<file path="config.mk">
export PLATFORM = sky130hd
export DESIGN_NAME = seq_detector_counter_flat
export DESIGN_NICKNAME = d
export VERILOG_FILES = /design/src/rtl/detector_pkg.sv /design/src/rtl/seq_detector_counter_if.sv /design/src/rtl/bcd_to_7seg.sv /design/src/rtl/seq_detector_counter.sv /design/src/flat_wrapper.sv
export SDC_FILE = /design/constraint.sdc
export NUM_CORES = 1
export LEC_CHECK = 0
export BUFFER_PORTS_ARGS = -buffer_cell sky130_fd_sc_hd__buf_4
export CAP_MARGIN = 5
export CELL_PAD_IN_SITES_DETAIL_PLACEMENT = 0
export CELL_PAD_IN_SITES_GLOBAL_PLACEMENT = 1
export CORE_MARGIN = 2
export CORE_UTILIZATION = 30
export CTS_BUF_LIST = sky130_fd_sc_hd__clkbuf_8
export DETAILED_ROUTE_END_ITERATION = 8
export GPL_TIMING_DRIVEN = 0
export HOLD_SLACK_MARGIN = 0.06
export MAX_ROUTING_LAYER = met4
export PLACE_DENSITY_LB_ADDON = 0.12
export SETUP_SLACK_MARGIN = 0.3
export SLEW_MARGIN = 20
export SYNTH_ARGS = -nofsm -noshare
export SYNTH_HDL_FRONTEND = slang
export SYNTH_SLANG_ARGS = --single-unit
</file>
<file path="constraint.sdc">
create_clock -name clk_50MHz -period 1.7 [get_ports clk_50MHz]
set_input_delay 0.255 -clock clk_50MHz [delete_from_list [all_inputs] [get_ports clk_50MHz]]
set_output_delay 0.255 -clock clk_50MHz [all_outputs]
set_load 0.05 [all_outputs]
</file>
<file path="src/rtl/detector_pkg.sv">
// Shared types and constants for the 01[0*]1 sequence detector with BCD match counter.
//   state_e   : detector FSM states
//   SEG_*     : active-high seven-segment patterns, bit order {g,f,e,d,c,b,a}
//   BCD_MAX   : largest legal BCD digit
//   bcd_seg() : BCD digit to active-high segments; non-BCD codes map to blank
package detector_pkg;

  typedef enum logic [1:0] {
    IDLE = 2'd0,
    S0   = 2'd1,
    S01  = 2'd2,
    S01Z = 2'd3
  } state_e;

  localparam logic [6:0] SEG_0     = 7'h3F;
  localparam logic [6:0] SEG_1     = 7'h06;
  localparam logic [6:0] SEG_2     = 7'h5B;
  localparam logic [6:0] SEG_3     = 7'h4F;
  localparam logic [6:0] SEG_4     = 7'h66;
  localparam logic [6:0] SEG_5     = 7'h6D;
  localparam logic [6:0] SEG_6     = 7'h7D;
  localparam logic [6:0] SEG_7     = 7'h07;
  localparam logic [6:0] SEG_8     = 7'h7F;
  localparam logic [6:0] SEG_9     = 7'h6F;
  localparam logic [6:0] SEG_BLANK = 7'h00;

  localparam logic [3:0] BCD_MAX = 4'd9;

  function automatic logic [6:0] bcd_seg(input logic [3:0] d);
    logic [6:0] s;
    case (d)
      4'd0:    s = SEG_0;
      4'd1:    s = SEG_1;
      4'd2:    s = SEG_2;
      4'd3:    s = SEG_3;
      4'd4:    s = SEG_4;
      4'd5:    s = SEG_5;
      4'd6:    s = SEG_6;
      4'd7:    s = SEG_7;
      4'd8:    s = SEG_8;
      4'd9:    s = SEG_9;
      default: s = SEG_BLANK;
    endcase
    return s;
  endfunction

endpackage

</file>
<file path="src/rtl/seq_detector_counter_if.sv">
// Bus bundle for seq_detector_counter.
//   in_valid, in_bit, clear : stimulus side (master drives)
//   match, count_bcd, overflow, seg : detector/counter/display results (slave drives)
interface seq_detector_counter_if #(
  parameter int unsigned NUM_DIGITS = 2
);

  logic                    in_valid;
  logic                    in_bit;
  logic                    clear;
  logic                    match;
  logic [4*NUM_DIGITS-1:0] count_bcd;
  logic                    overflow;
  logic [7*NUM_DIGITS-1:0] seg;

  modport master (
    output in_valid, in_bit, clear,
    input  match, count_bcd, overflow, seg
  );

  modport slave (
    input  in_valid, in_bit, clear,
    output match, count_bcd, overflow, seg
  );

endinterface

</file>
<file path="src/rtl/bcd_to_7seg.sv">
// One seven-segment digit decoder.
//   bcd        : 4-bit BCD digit
//   active_low : 1 inverts the pattern for common-anode displays
//   blank      : 1 forces all segments off
//   seg        : segments {g,f,e,d,c,b,a}
module bcd_to_7seg
  import detector_pkg::*;
(
  input  logic [3:0] bcd,
  input  logic       active_low,
  input  logic       blank,
  output logic [6:0] seg
);

  logic [6:0] seg_hi;

  always_comb begin
    seg_hi = blank ? SEG_BLANK : bcd_seg(bcd);
    seg    = active_low ? ~seg_hi : seg_hi;
  end

endmodule

</file>
<file path="src/rtl/seq_detector_counter.sv">
// Detects 01[0*]1 on a qualified serial stream, counts matches in an N-digit BCD counter
// and drives one seven-segment digit per counter digit.
//   clk_50MHz : system clock
//   rst_n     : asynchronous active-low reset
//   bus       : slave side of seq_detector_counter_if
//               in_valid/in_bit : qualified serial input
//               clear           : synchronous clear of count and overflow
//               match           : Mealy match pulse
//               count_bcd       : registered BCD count, digit 0 in [3:0]
//               overflow        : sticky, set when count passes all-9s
//               seg             : per-digit segments, digit 0 in [6:0]
module seq_detector_counter
  import detector_pkg::*;
#(
  parameter int unsigned NUM_DIGITS     = 2,
  parameter bit          OVERLAP        = 1'b1,
  parameter bit          WRAP           = 1'b1,
  parameter bit          SEG_ACTIVE_LOW = 1'b1,
  parameter bit          LZ_BLANK       = 1'b0
) (
  input logic                   clk_50MHz,
  input logic                   rst_n,
  seq_detector_counter_if.slave bus
);

  state_e state_q, state_d;
  logic   match;

  logic [NUM_DIGITS-1:0][3:0] count_q, count_d, count_inc;
  logic                       overflow_q, overflow_d;
  logic                       all_nines;
  logic                       carry;

  logic [NUM_DIGITS-1:0]      digit_blank;
  logic                       zero_above;
  logic [NUM_DIGITS-1:0][6:0] seg_w;

  // Detector FSM
  always_ff @(posedge clk_50MHz or negedge rst_n) begin
    if (!rst_n) begin
      state_q <= IDLE;
    end else begin
      state_q <= state_d;
    end
  end

  always_comb begin
    state_d = state_q;
    match   = 1'b0;
    if (bus.in_valid) begin
      unique case (state_q)
        IDLE: state_d = bus.in_bit ? IDLE : S0;
        S0:   state_d = bus.in_bit ? S01 : S0;
        S01: begin
          if (bus.in_bit) begin
            match   = 1'b1;
            state_d = IDLE;
          end else begin
            state_d = S01Z;
          end
        end
        S01Z: begin
          if (bus.in_bit) begin
            match = 1'b1;
            // The closing '1' already forms the "01" prefix of the next match.
            state_d = OVERLAP ? S01 : IDLE;
          end else begin
            state_d = S01Z;
          end
        end
        default: state_d = IDLE;
      endcase
    end
  end

  // Decimal increment with carry ripple; all-9s rolls naturally to 0.
  always_comb begin
    all_nines = 1'b1;
    carry     = 1'b1;
    count_inc = count_q;
    for (int i = 0; i < int'(NUM_DIGITS); i++) begin
      if (count_q[i] != BCD_MAX) all_nines = 1'b0;
      if (carry) begin
        if (count_q[i] >= BCD_MAX) begin
          count_inc[i] = 4'd0;
        end else begin
          count_inc[i] = count_q[i] + 4'd1;
          carry        = 1'b0;
        end
      end
    end
  end

  always_comb begin
    count_d    = count_q;
    overflow_d = overflow_q;
    if (bus.clear) begin
      count_d    = '0;
      overflow_d = 1'b0;
    end else if (match) begin
      if (all_nines) begin
        overflow_d = 1'b1;
        count_d    = WRAP ? count_inc : count_q;
      end else begin
        count_d = count_inc;
      end
    end
  end

  always_ff @(posedge clk_50MHz or negedge rst_n) begin
    if (!rst_n) begin
      count_q    <= '0;
      overflow_q <= 1'b0;
    end else begin
      count_q    <= count_d;
      overflow_q <= overflow_d;
    end
  end

  // Digit k>0 blanks only when it and every digit above it are zero.
  always_comb begin
    zero_above  = 1'b1;
    digit_blank = '0;
    for (int i = int'(NUM_DIGITS) - 1; i > 0; i--) begin
      zero_above     = zero_above & (count_q[i] == 4'd0);
      digit_blank[i] = LZ_BLANK & zero_above;
    end
  end

  for (genvar g = 0; g < int'(NUM_DIGITS); g++) begin : gen_digit
    bcd_to_7seg u_dec (
      .bcd        (count_q[g]),
      .active_low (SEG_ACTIVE_LOW),
      .blank      (digit_blank[g]),
      .seg        (seg_w[g])
    );
  end

  assign bus.match     = match;
  assign bus.count_bcd = count_q;
  assign bus.overflow  = overflow_q;
  assign bus.seg       = seg_w;

endmodule

</file>
<file path="src/flat_wrapper.sv">
// flat-port wrapper written by rule: the top's interface ports become plain ports
module seq_detector_counter_flat import detector_pkg::*;
#(
  parameter int unsigned NUM_DIGITS     = 2,
  parameter bit          OVERLAP        = 1'b1,
  parameter bit          WRAP           = 1'b1,
  parameter bit          SEG_ACTIVE_LOW = 1'b1,
  parameter bit          LZ_BLANK       = 1'b0
)
  (clk_50MHz, rst_n, bus_in_valid, bus_in_bit, bus_clear, bus_match, bus_count_bcd, bus_overflow, bus_seg);
  seq_detector_counter_if #(.NUM_DIGITS(NUM_DIGITS)) bus_i ();
  input logic clk_50MHz;
  input logic rst_n;
  input wire logic [$bits(bus_i.in_valid)-1:0] bus_in_valid;
  input wire logic [$bits(bus_i.in_bit)-1:0] bus_in_bit;
  input wire logic [$bits(bus_i.clear)-1:0] bus_clear;
  output wire logic [$bits(bus_i.match)-1:0] bus_match;
  output wire logic [$bits(bus_i.count_bcd)-1:0] bus_count_bcd;
  output wire logic [$bits(bus_i.overflow)-1:0] bus_overflow;
  output wire logic [$bits(bus_i.seg)-1:0] bus_seg;
  assign bus_i.in_valid = bus_in_valid;
  assign bus_i.in_bit = bus_in_bit;
  assign bus_i.clear = bus_clear;
  assign bus_match = bus_i.match;
  assign bus_count_bcd = bus_i.count_bcd;
  assign bus_overflow = bus_i.overflow;
  assign bus_seg = bus_i.seg;
  seq_detector_counter #(.NUM_DIGITS(NUM_DIGITS), .OVERLAP(OVERLAP), .WRAP(WRAP), .SEG_ACTIVE_LOW(SEG_ACTIVE_LOW), .LZ_BLANK(LZ_BLANK)) u_core (.clk_50MHz(clk_50MHz), .rst_n(rst_n), .bus(bus_i));
endmodule
</file>
Yosys cells after proc, flatten, opt, wreduce, memory -nomap -nowiden:

Memory sizes are Yosys's and may differ from the RTL's.
Index checks and enable logic that the tools add are counted.

* memories kept: 2
* bits in registers: 11
* memory bits (read-only): 224
* word-level logic and storage cells: 43
* output and inout bits: 24

Memories
* (no name shown): depth 16, bits a word 7, rd ports 1, clocked after memory_dff 0, wr ports 0, RTL line detector_pkg.sv:31 `case (d)`
* (no name shown): depth 16, bits a word 7, rd ports 1, clocked after memory_dff 0, wr ports 0, RTL line detector_pkg.sv:31

* muxes and demuxes: 19
* reduce and logical (&&, ||, !) cells: 7
* add/sub/neg operators: 2
* bitwise operators: 2
* eq/ne operators: 5
* magnitude comparators: 2

Operators by type and width (number)
* $mux W8: 2
* $not A7 Y7: 2
* $mux W4: 3
* $mux W1: 11
* $add A4 B1 Y4 const B: 2
* $ge A4 B4 Y1 const B: 2
* $ne A4 B4 Y1 const B: 2
* $pmux W2 S4: 1
* $reduce_bool A2 Y1: 3
* $eq A2 B2 Y1 const B: 2
* $mux W2: 2
* $reduce_and A2 Y1: 2
* $eq A2 B1 Y1 const B: 1
* $logic_not A2 Y1: 1
* $reduce_or A2 Y1: 1

Longest topological paths before layout:

Gate-level depths: netlist of run 1.

* depth in word-level cells: 6
* depth in mapped cells: 5
* mapped depth without buffers: 5

Cells and area by module:

From an unflattened synthesis of run 1, not the netlist that was laid out.

* cells, all modules: 163
* area, all modules: 1390.1 um2

By module, submodules not included
* bcd_to_7seg: cells each 47, times used 2, area each 355.3 um2, seq. area each 0.0 um2
* seq_detector_counter: cells each 69, times used 1, area each 679.4 um2, seq. area each 275.3 um2

Worst setup path after synthesis of run 1:

OpenSTA, ideal clock, no wires.

* path type: reg2out
* start: reg u_core.count_q (netlist bit u_core.bus.count_bcd[5])
* end: out bus_seg[11]
* slack: -0.860 ns
* arrival time: 2.305 ns
* stages on the path, launching flop included: 5
* data required time: 1.445 ns
* cells stage by stage: dfrtp_1 inv_1 ha_1 nand2b_1 a21boi_0

* word-level cells in the longest chain between the ends: 2

Ends and longest elaborated chain
* from (decl): RTL line seq_detector_counter.sv:29 `logic [NUM_DIGITS-1:0][3:0] count_q, count_d, count_inc;`
* from (signal assigned): RTL line seq_detector_counter.sv:115 `count_q <= count_d;`
* $mem_v2 Z16 W7
* $not A7 Y7: RTL line bcd_to_7seg.sv:19 `seg = active_low ? ~seg_hi : seg_hi;`
* to (decl): RTL line flat_wrapper.sv:20 `output wire logic [$bits(bus_i.seg)-1:0] bus_seg;`

No other way between the ends.

Worst setup path after layout of run 1:

* start: reg u_core.count_q (netlist bit u_core.bus.count_bcd[0])
* end: out bus_seg[3]

Same word-level chain as after synthesis.

==> results of run 1 <==
[cell usage after synthesis, types with 2 or more instances]
library cell  instances  area [µm²]
o21ai_0              12        60.1
nand4_1               2        12.5
mux2i_1               3        30.0
a21oi_1              13        65.1
nor2_1               10        37.5
a31oi_1               2        12.5
nand2b_1              5        31.3
inv_1                14        52.6
o211ai_1              2        15.0
or2_2                 2        12.5
dfrtp_1              11         275
nand2_1               6        22.5
clkbuf_1              2        7.51
ha_1                 10         125
[area by class of cell]
| class | instances | area, µm² |
|---|---|---|
| Buffer | 3 | 42.5 |
| Multi-Input combinational cell | 83 | 983 |
| Clock inverter | 1 | 5.00 |
| Clock buffer | 3 | 41.3 |
| Tap cell | 31 | 38.8 |
| Sequential cell | 11 | 295 |
| Timing Repair Buffer | 63 | 629 |
| Fill cell | 187 | 679 |
| Inverter | 14 | 90.1 |
[sequential cells by signal (all words and copies together) (netlist names), named ones only]
name and flops:
u_core.bus.overflow 1, u_core.bus.count_bcd 8, u_core.state_q 1
[layer usage]
| layer | part of all wire (%) | track usage (%) | vias up |
|---|---|---|---|
| met5 | 0 | - | - |
| met3 | 2.8 | 1.76 | 7 |
| li1 | - | - | 528 |
| met2 | 52 | 33.5 | 30 |
| met4 | 1.8 | 8.77 | 0 |
| met1 | 44 | 27.4 | 535 |
[how the worst max path moves through the flow]
| stage | slack (ns) | to |
|---|---|---|
| 4_1_cts | -0.12 | bus_seg[3] |
| 5_1_grt | -0.16 | bus_seg[3] |
| 2_1_floorplan | -0.02 | u_core.bus.count_bcd[7]$_DFFE_PN0P_ |
| 3_5_place_dp | -0.06 | bus_seg[10] |
| 3_3_place_gp | -0.05 | bus_seg[10] |
| 6_report | -0.12 | bus_seg[3] |
[per-stage QoR]
step	cell area (µm²)	TNS [ns]	worst slack, ns
after floorplan	1210	-0.119	-0.0247
after global placement	1460	-0.104	-0.0458
after detailed placement	1460	-0.227	-0.0621
after CTS	2030	-0.723	-0.123
after global routing	2130	-1.40	-0.160
final	2130	-0.846	-0.123
[power by group through the flow]
stage                     registers [µW]  clock network, µW  logic (µW)
after global placement               369                  0        1170
after detailed placement             371                  0        1180
after CTS                            364                274        1560
final                                377                272        1750
after floorplan                      451                  0         812
after global routing                 379                288        1830
[repair_timing]
item	4_1_cts	5_1_grt
endpoints found under the setup margin	23	26
buffers inserted	28	6
hold buffers	1	0
endpoints found under the hold margin	11	0
gates resized for setup	61	13
pin swaps	19	8
[kinds of logic (layout without fill, tap and decap cells)]
kind of cell	after synthesis	count (layout)	synth area share, %
simple gates	32	32	19.3
buf+inv	17	84	7.22
mux	3	3	3.33
fa+ha+maj	10	10	13.9
xor+xnor	1	1	0.972
flops	11	11	30.6
compound gates	37	37	24.7
==> flow_metrics.tcl, run 1 <==
set metrics [dict create \
    synth_area_um2 901 \
    min_from "bus_in_bit" \
    routed_wirelength_mm 3.43 \
    vias 1100 \
    whs_ns 0.219 \
    path_max_fanout 2 \
    start_kind "flop" \
    slowest_delay_ns 0.51 \
    drive_above_1_share_pct 74.2 \
    rrSetupSlack_ns -0.03 \
    worst_pin_slew_ns 0.399 \
    drv_slew 0 \
    vias_per_cell 5.26 \
    dp_hpwl_mm 1.99 \
    cts_max_path_buffers 2 \
    path_cells "ha_4 > or2_4 > a21oi_4 > a31oi_4 > buf_6" \
    rows 19 \
    initial_core_util_pct 32.1 \
    clkTransAtPathRegs_ns 0.05 \
    drtIter0Drc 35 \
    grt-ovfl-total 0 \
    synth-seq-cells 11 \
    fin_nets 194 \
    worst_slack_ns -0.123 \
    p_int_uw 1270 \
    outcome "complete, but fails checks" \
    r2r_cells 6 \
    critPathArrivalTime_ns 1.57 \
    power.leakage_uw 0.000877 \
    cts-root-buf "clkbuf_8" \
    ir_drop_mv 0.818 \
    hold_viol 0 \
    synth_top_flop_cell "dfrtp_1" \
    yosysWarnings 0 \
    whs_endpoint "u_core.state_q[0]$_DFFE_PN0P_" \
    die-height_um 58.8 \
    die_area_um2 3460 \
    min_period_over_period_pct 107 \
    synth_edf_count 0 \
    final_cell_mix "buf_4, buf_6, a21oi_4, ha_4, inv_1" \
    place.gp.congestion 0.761 \
    reg2reg_from "u_core.bus.count_bcd[0]$_DFFE_PN0P_" \
    r2r_end "u_core.bus.count_bcd[7]$_DFFE_PN0P_" \
    crit_cells 5 \
    period_needed_ns 1.82 \
    area_delta_synth_final_pct 136 \
    rsz0062_at_grt "yes" \
    path_class "flop to output pin" \
    end_kind "output pin" \
    power.share.clock_pct 11.3 \
    yosysUniqueCellTypes 31 \
    cts_num_sinks 11 \
    place_inst 170 \
    ioPinCount 29 \
    diodes 0 \
    avgSynthCellArea_um2 8.12 \
    ctsHtreeMaxLevel 1 \
    crit_family "flip-flops" \
    antenna_found_initial 0 \
    numCtsBuffers 3 \
    cp_num_buf_inv 1 \
    seqPwrFrac_pct 15.7 \
    post_synth_inst_count 111 \
    violations "design-rule violations, negative setup slack" \
    cts_tree "done" \
    stdcell_count 209 \
    worst_path_max_delay_cell "dfrtp_4" \
    p_sw_share_pct 47.1 \
    port_buffers 28 \
    fp.coreArea_um2 2810 \
    finalPower_uw 2400 \
    die_w_um 58.8 \
    first_global_vias 1119 \
    hold_depth 2 \
    synthArstFlopShare_pct 100 \
    p_sw_uw 1130 \
    drtAntennaViolNets 0 \
    grt_max_degree 12 \
    worstSkewPairLatency_ns 0.25 \
    timing.fmax_mhz 548 \
    relSlewSlack_pct 73.3 \
    final_common_cell "buf_4" \
    fin_skew_ns 0.00713 \
    startpoint "u_core.bus.count_bcd[0]$_DFFE_PN0P_" \
    drt_pre_antenna_iters 6 \
    powerDensity_nw_per_um2 1130 \
    drc 4 \
    finalSetupViolations 13 \
    final_util_pct 75.8 \
    drv_cap 0 \
    hold_path.class "input pin to flop" \
    grt_pass1_wl_mm 5.31 \
    grtUsageTotal_pct 21.0 \
    p_comb_share_pct 73.0 \
    synth-seq-area-share_pct 30.6 \
    critPathRequiredTime_ns 1.44 \
    wl_per_cell_um 16.4 \
    syn-num-nets 126 \
]
(Power assumes the default switching activity.)
==> run 2: changes to the inputs <==
--- a/config.mk
+++ b/config.mk
@@ -9,6 +9,7 @@
 export CAP_MARGIN = 5
 export CELL_PAD_IN_SITES_DETAIL_PLACEMENT = 0
 export CELL_PAD_IN_SITES_GLOBAL_PLACEMENT = 1
+export CORE_ASPECT_RATIO = 2
 export CORE_MARGIN = 2
 export CORE_UTILIZATION = 30
 export CTS_BUF_LIST = sky130_fd_sc_hd__clkbuf_8
==> constraint.sdc (replaced) <==
create_clock -name clk_50MHz -period 1.6 [get_ports clk_50MHz]
set_input_delay 0.24 -clock clk_50MHz [delete_from_list [all_inputs] [get_ports clk_50MHz]]
set_output_delay 0.24 -clock clk_50MHz [all_outputs]
set_load 0.05 [all_outputs]
==> flow_metrics.tcl, run 2 (same netlist as run 1, synthesis figures left out) <==
set metrics [dict create \
    grt-ovfl-total 0 \
    largest_register_ffs 8 \
    grt_max_degree 12 \
    timing.fmax_mhz 562 \
    power.leakage_uw 0.000831 \
    cts_tree "done" \
    vias 1091 \
    fin_nets 190 \
    grtUsageTotal_pct 21.3 \
    die_area_um2 3480 \
    powerDensity_nw_per_um2 1190 \
    min_period_over_period_pct 111 \
    crit_cells 6 \
    numCtsBuffers 3 \
    stdcell_count 204 \
    routed_wirelength_mm 3.37 \
    reg2reg_from "u_core.bus.count_bcd[1]$_DFFE_PN0P_" \
    hold_path.class "input pin to flop" \
    drtIter0Drc 12 \
    cts_num_sinks 11 \
    die-height_um 81.5 \
    end_kind "flop" \
    drive_above_1_share_pct 74.1 \
    cp_num_buf_inv 2 \
    multiInputGateArea_um2 1010 \
    critPathArrivalTime_ns 1.89 \
    dp_hpwl_mm 2.36 \
    r2r_end "u_core.bus.count_bcd[7]$_DFFE_PN0P_" \
    fin_skew_ns 0.00461 \
    drv_slew 0 \
    ctsHtreeMaxLevel 1 \
    wl_per_cell_um 16.5 \
    path_max_fanout 5 \
    seq_area_um2 295 \
    critPathRequiredTime_ns 1.71 \
    path_cells "inv_8 > buf_4 > ha_4 > nor3b_4 > or3_1 > o311a_1" \
    port_buffers 28 \
    start_kind "flop" \
    slowest_delay_ns 0.45 \
    rrSetupSlack_ns -0.18 \
    seqPwrFrac_pct 16.0 \
    n_fill_cell 208 \
    whs_ns 0.227 \
    die_w_um 42.8 \
    area_delta_synth_final_pct 133 \
    initial_core_util_pct 31.0 \
    hold_viol 0 \
    ioPinCount 29 \
    p_comb_share_pct 73.3 \
    power.share.clock_pct 10.7 \
    final_cell_mix "buf_4, buf_6, a21oi_4, inv_1, ha_4" \
    min_from "bus_clear" \
    r2r_cells 6 \
    worstSkewPairLatency_ns 0.24 \
    hold_depth 2 \
    fp.coreArea_um2 2910 \
    drtAntennaViolNets 0 \
    ir_drop_mv 1.30 \
    clkTransAtPathRegs_ns 0.05 \
    p_sw_uw 1190 \
    first_global_vias 1127 \
    final_util_pct 72.3 \
    place.gp.congestion 0.880 \
    whs_endpoint "u_core.bus.count_bcd[2]$_DFFE_PN0P_" \
    violations "negative setup slack" \
    worst_path_max_delay_cell "dfrtp_4" \
    crit_family "simple AND/OR/NAND/NOR gates" \
    final_common_cell "buf_4" \
    drv_cap 0 \
    cts_max_path_buffers 2 \
    worst_pin_slew_ns 0.423 \
    drt_pre_antenna_iters 4 \
    rsz0062_at_grt "yes" \
    cts-root-buf "clkbuf_8" \
    finalSetupViolations 22 \
    rows 28 \
    diodes 0 \
    relSlewSlack_pct 71.4 \
    p_sw_share_pct 47.2 \
    drc 0 \
    place_inst 169 \
    p_int_uw 1330 \
    period_needed_ns 1.78 \
    antenna_found_initial 0 \
    worst_slack_ns -0.179 \
    path_class "flop to flop" \
    outcome "complete, but fails checks" \
    grt_pass1_wl_mm 5.40 \
    vias_per_cell 5.35 \
]
run 2: worst reg2reg max path, delay by kind of cell (launching register included):
| kind | cells | cell delay, ns |
|---|---|---|
| fa+ha+maj | 1 | 0.15 |
| compound gates | 1 | 0.31 |
| simple gates | 2 | 0.55 |
| buf+inv | 2 | 0.19 |
| flops | 1 | 0.45 |
run 2: layer usage:
layer	vias to the layer above	wire [µm]	track usage (%)
li1	517	-	-
met1	529	1070	18.4
met2	35	2070	43.2
met3	10	103	1.54
met4	0	129	11.3
met5	-	0	-
run 2: worst max-delay path by stage:
stage	slack, ns	startpoint	to
floorplan	-0.12	u_core.bus.count_bcd[1]$_DFFE_PN0P_	u_core.bus.count_bcd[7]$_DFFE_PN0P_
global placement	-0.18	u_core.bus.count_bcd[5]$_DFFE_PN0P_	u_core.bus.count_bcd[6]$_DFFE_PN0P_
detailed placement	-0.17	u_core.bus.count_bcd[1]$_DFFE_PN0P_	bus_seg[0]
CTS	-0.19	u_core.bus.count_bcd[0]$_DFFE_PN0P_	bus_seg[1]
global route	-0.22	u_core.bus.count_bcd[1]$_DFFE_PN0P_	bus_seg[3]
finish	-0.18	u_core.bus.count_bcd[1]$_DFFE_PN0P_	u_core.bus.count_bcd[7]$_DFFE_PN0P_
run 2: layout make-up:
class / instances / share of cell area [%]
clock buffers: 3 / 1.96
inverters: 14 / 4.16
plain buffers: 3 / 2.08
repair buffers: 59 / 27.7
flip-flops and latches: 11 / 14.0
clock inverters: 1 / 0.178
multi-input cells: 83 / 48.1
well taps: 30 / 1.78
run 2: repair_timing:
| item | 4_1_cts | 5_1_grt |
|---|---|---|
| hold endpoints to repair | 11 | 0 |
| pin swaps | 17 | 11 |
| gates resized for setup | 64 | 14 |
| endpoints found under the setup margin | 24 | 28 |
| setup buffers | 23 | 7 |
| hold buffers | 1 | 0 |
run 2: per-stage QoR:
| stage | worst slack [ns] | TNS [ns] | cell area [µm²] | total power [µW] |
|---|---|---|---|---|
| 2_1_floorplan | -0.123 | -1.09 | 1230 | 1380 |
| 3_3_place_gp | -0.179 | -1.27 | 1480 | 1690 |
| 3_5_place_dp | -0.168 | -1.45 | 1480 | 1710 |
| 4_1_cts | -0.191 | -1.84 | 2000 | 2360 |
| 5_1_grt | -0.216 | -3.18 | 2100 | 2620 |
| 6_report | -0.179 | -2.10 | 2100 | 2510 |
run 2: power by group through the flow:
stage | sequential (µW) | clock [µW] | combinational, µW
floorplan | 492 | 0 | 891
global placement | 413 | 0 | 1270
detailed placement | 414 | 0 | 1300
CTS | 395 | 273 | 1690
global route | 408 | 286 | 1930
finish | 401 | 269 | 1840
==> run 3: changes to the inputs <==
--- a/config.mk
+++ b/config.mk
@@ -17,7 +17,7 @@
 export GPL_TIMING_DRIVEN = 0
 export HOLD_SLACK_MARGIN = 0.06
 export MAX_ROUTING_LAYER = met4
-export PLACE_DENSITY_LB_ADDON = 0.12
+export PLACE_DENSITY_LB_ADDON = 0.1
 export SETUP_SLACK_MARGIN = 0.3
 export SLEW_MARGIN = 20
 export SYNTH_ARGS = -nofsm -noshare
==> flow_metrics.tcl, run 3 (same netlist as run 1, synthesis figures left out) <==
set metrics [dict create \
    fin_area_um2 2220 \
    timing.fmax_mhz 552 \
    worstSkewPairLatency_ns 0.24 \
    pre_cts_ws_ns -0.164 \
    power.share.clock_pct 10.7 \
    p_sw_uw 1230 \
    die_w_um 42.8 \
    drv_cap 0 \
    cts_tree "done" \
    slowest_delay_ns 0.46 \
    rows 28 \
    p_comb_share_pct 73.9 \
    port_buffers 28 \
    numCtsBuffers 3 \
    seq_area_um2 295 \
    end_kind "output pin" \
    start_kind "flop" \
    fin_nets 193 \
    finalSetupViolations 22 \
    grtUsageTotal_pct 22.0 \
    die-height_um 81.5 \
    worst_path_max_delay_cell "dfrtp_4" \
    path_cells "inv_8 > ha_4 > or2_4 > a21oi_4 > nor2_4 > buf_8" \
    vias 1135 \
    relSlewSlack_pct 72.2 \
    largest_register_ffs 8 \
    powerDensity_nw_per_um2 1170 \
    fin_skew_ns 0.000564 \
    drv_slew 0 \
    grt_max_degree 12 \
    power.leakage_uw 0.000883 \
    cts-root-buf "clkbuf_8" \
    finalPower_uw 2590 \
    critPathArrivalTime_ns 1.57 \
    routed_wirelength_mm 3.59 \
    p_sw_share_pct 47.5 \
    initial_core_util_pct 31.0 \
    antenna_found_initial 0 \
    die_area_um2 3480 \
    diodes 0 \
    violations "negative setup slack" \
    p_int_uw 1360 \
    vias_per_cell 5.48 \
    first_global_vias 1187 \
    min_period_over_period_pct 113 \
    worst_pin_slew_ns 0.416 \
    outcome "complete, but fails checks" \
    hold_viol 0 \
    cts_num_sinks 11 \
    final_cell_mix "buf_4, buf_6, buf_8" \
    ir_drop_mv 1.10 \
    drtAntennaViolNets 0 \
    critPathRequiredTime_ns 1.36 \
    seqPwrFrac_pct 15.4 \
    ioPinCount 29 \
    fp.coreArea_um2 2910 \
    cts_max_path_buffers 2 \
    wl_per_cell_um 17.3 \
    path_max_fanout 4 \
    placed_cell_area_um2 1480 \
    worst_slack_ns -0.212 \
    final_common_cell "buf_4" \
    drive_above_1_share_pct 77.4 \
    grt-ovfl-total 0 \
    drc 0 \
    grt_pass1_wl_mm 5.60 \
    period_needed_ns 1.81 \
    n_fill_cell 198 \
    multiInputGateArea_um2 1060 \
    clkTransAtPathRegs_ns 0.05 \
    hold_path.class "input pin to flop" \
    rsz0062_at_grt "yes" \
    place.gp.congestion 0.801 \
    path_class "flop to output pin" \
    drt_pre_antenna_iters 4 \
    fin_tns_setup_ns -2.29 \
    drtIter0Drc 29 \
    area_delta_synth_final_pct 146 \
    ctsHtreeMaxLevel 1 \
    dp_hpwl_mm 2.33 \
]
run 3: cell type report:
type | count | share of cell area (%)
Multi-Input combinational cell | 83 | 47.9
Timing Repair Buffer | 62 | 28.7
Sequential cell | 11 | 13.3
Inverter | 14 | 3.95
Buffer | 3 | 2.43
Clock buffer | 3 | 1.86
Tap cell | 30 | 1.69
Clock inverter | 1 | 0.169
run 3: final timing paths:
kind / startpoint / endpoint / slack, ns / cells past startpoint
max in group asynchronous: rst_n / u_core.bus.count_bcd[5]$_DFFE_PN0P_ / 1.06 / 2
worst max register to register: u_core.bus.count_bcd[1]$_DFFE_PN0P_ / u_core.bus.count_bcd[7]$_DFFE_PN0P_ / -0.12 / 6
worst max-delay path: u_core.bus.count_bcd[1]$_DFFE_PN0P_ / bus_seg[0] / -0.21 / 6
worst min-delay path: bus_in_bit / u_core.state_q[0]$_DFFE_PN0P_ / 0.22 / 2
worst min register to register: u_core.state_q[0]$_DFFE_PN0P_ / u_core.state_q[0]$_DFFE_PN0P_ / 0.52 / 2
min in group asynchronous: rst_n / u_core.bus.overflow$_DFFE_PN0P_ / 0.37 / 2
run 3: critical path, delay by kind of cell (launching register included):
kind            cells  cell delay [ns]
flops               1             0.46
simple gates        2             0.30
compound gates      1             0.21
buf+inv             2             0.21
fa+ha+maj           1             0.15
run 3: timing repair:
item,CTS,global route
pin swaps,21,15
gates resized for setup,66,25
setup endpoints to repair,24,29
buffers inserted,24,9
endpoints found under the hold margin,11,0
hold buffers,1,0
run 3: layer usage:
| metal | vias to the layer above | global-route usage (%) | part of all wire (%) |
|---|---|---|---|
| li1 | 529 | - | - |
| met1 | 564 | 18.8 | 30 |
| met2 | 31 | 45.6 | 64 |
| met3 | 11 | 1.54 | 2.7 |
| met4 | 0 | 10.0 | 3.8 |
| met5 | - | - | 0 |
run 3: power by group through the flow:
stage	logic, µW	clock network (µW)	registers (µW)
global placement	1290	0	416
CTS	1690	276	396
global route	2000	295	406
detailed placement	1300	0	417
finish	1910	276	399
floorplan	891	0	492
run 3: metrics by stage:
stage / instances / util (%) / hold slack [ns]
2_1_floorplan: 111 / - / -0.0556
3_3_place_gp: 169 / 51.0 / 0.0812
3_5_place_dp: 169 / 51.0 / 0.0839
4_1_cts: 198 / 69.8 / 0.217
5_1_grt: 207 / 76.3 / 0.232
6_report: 207 / 76.3 / 0.216
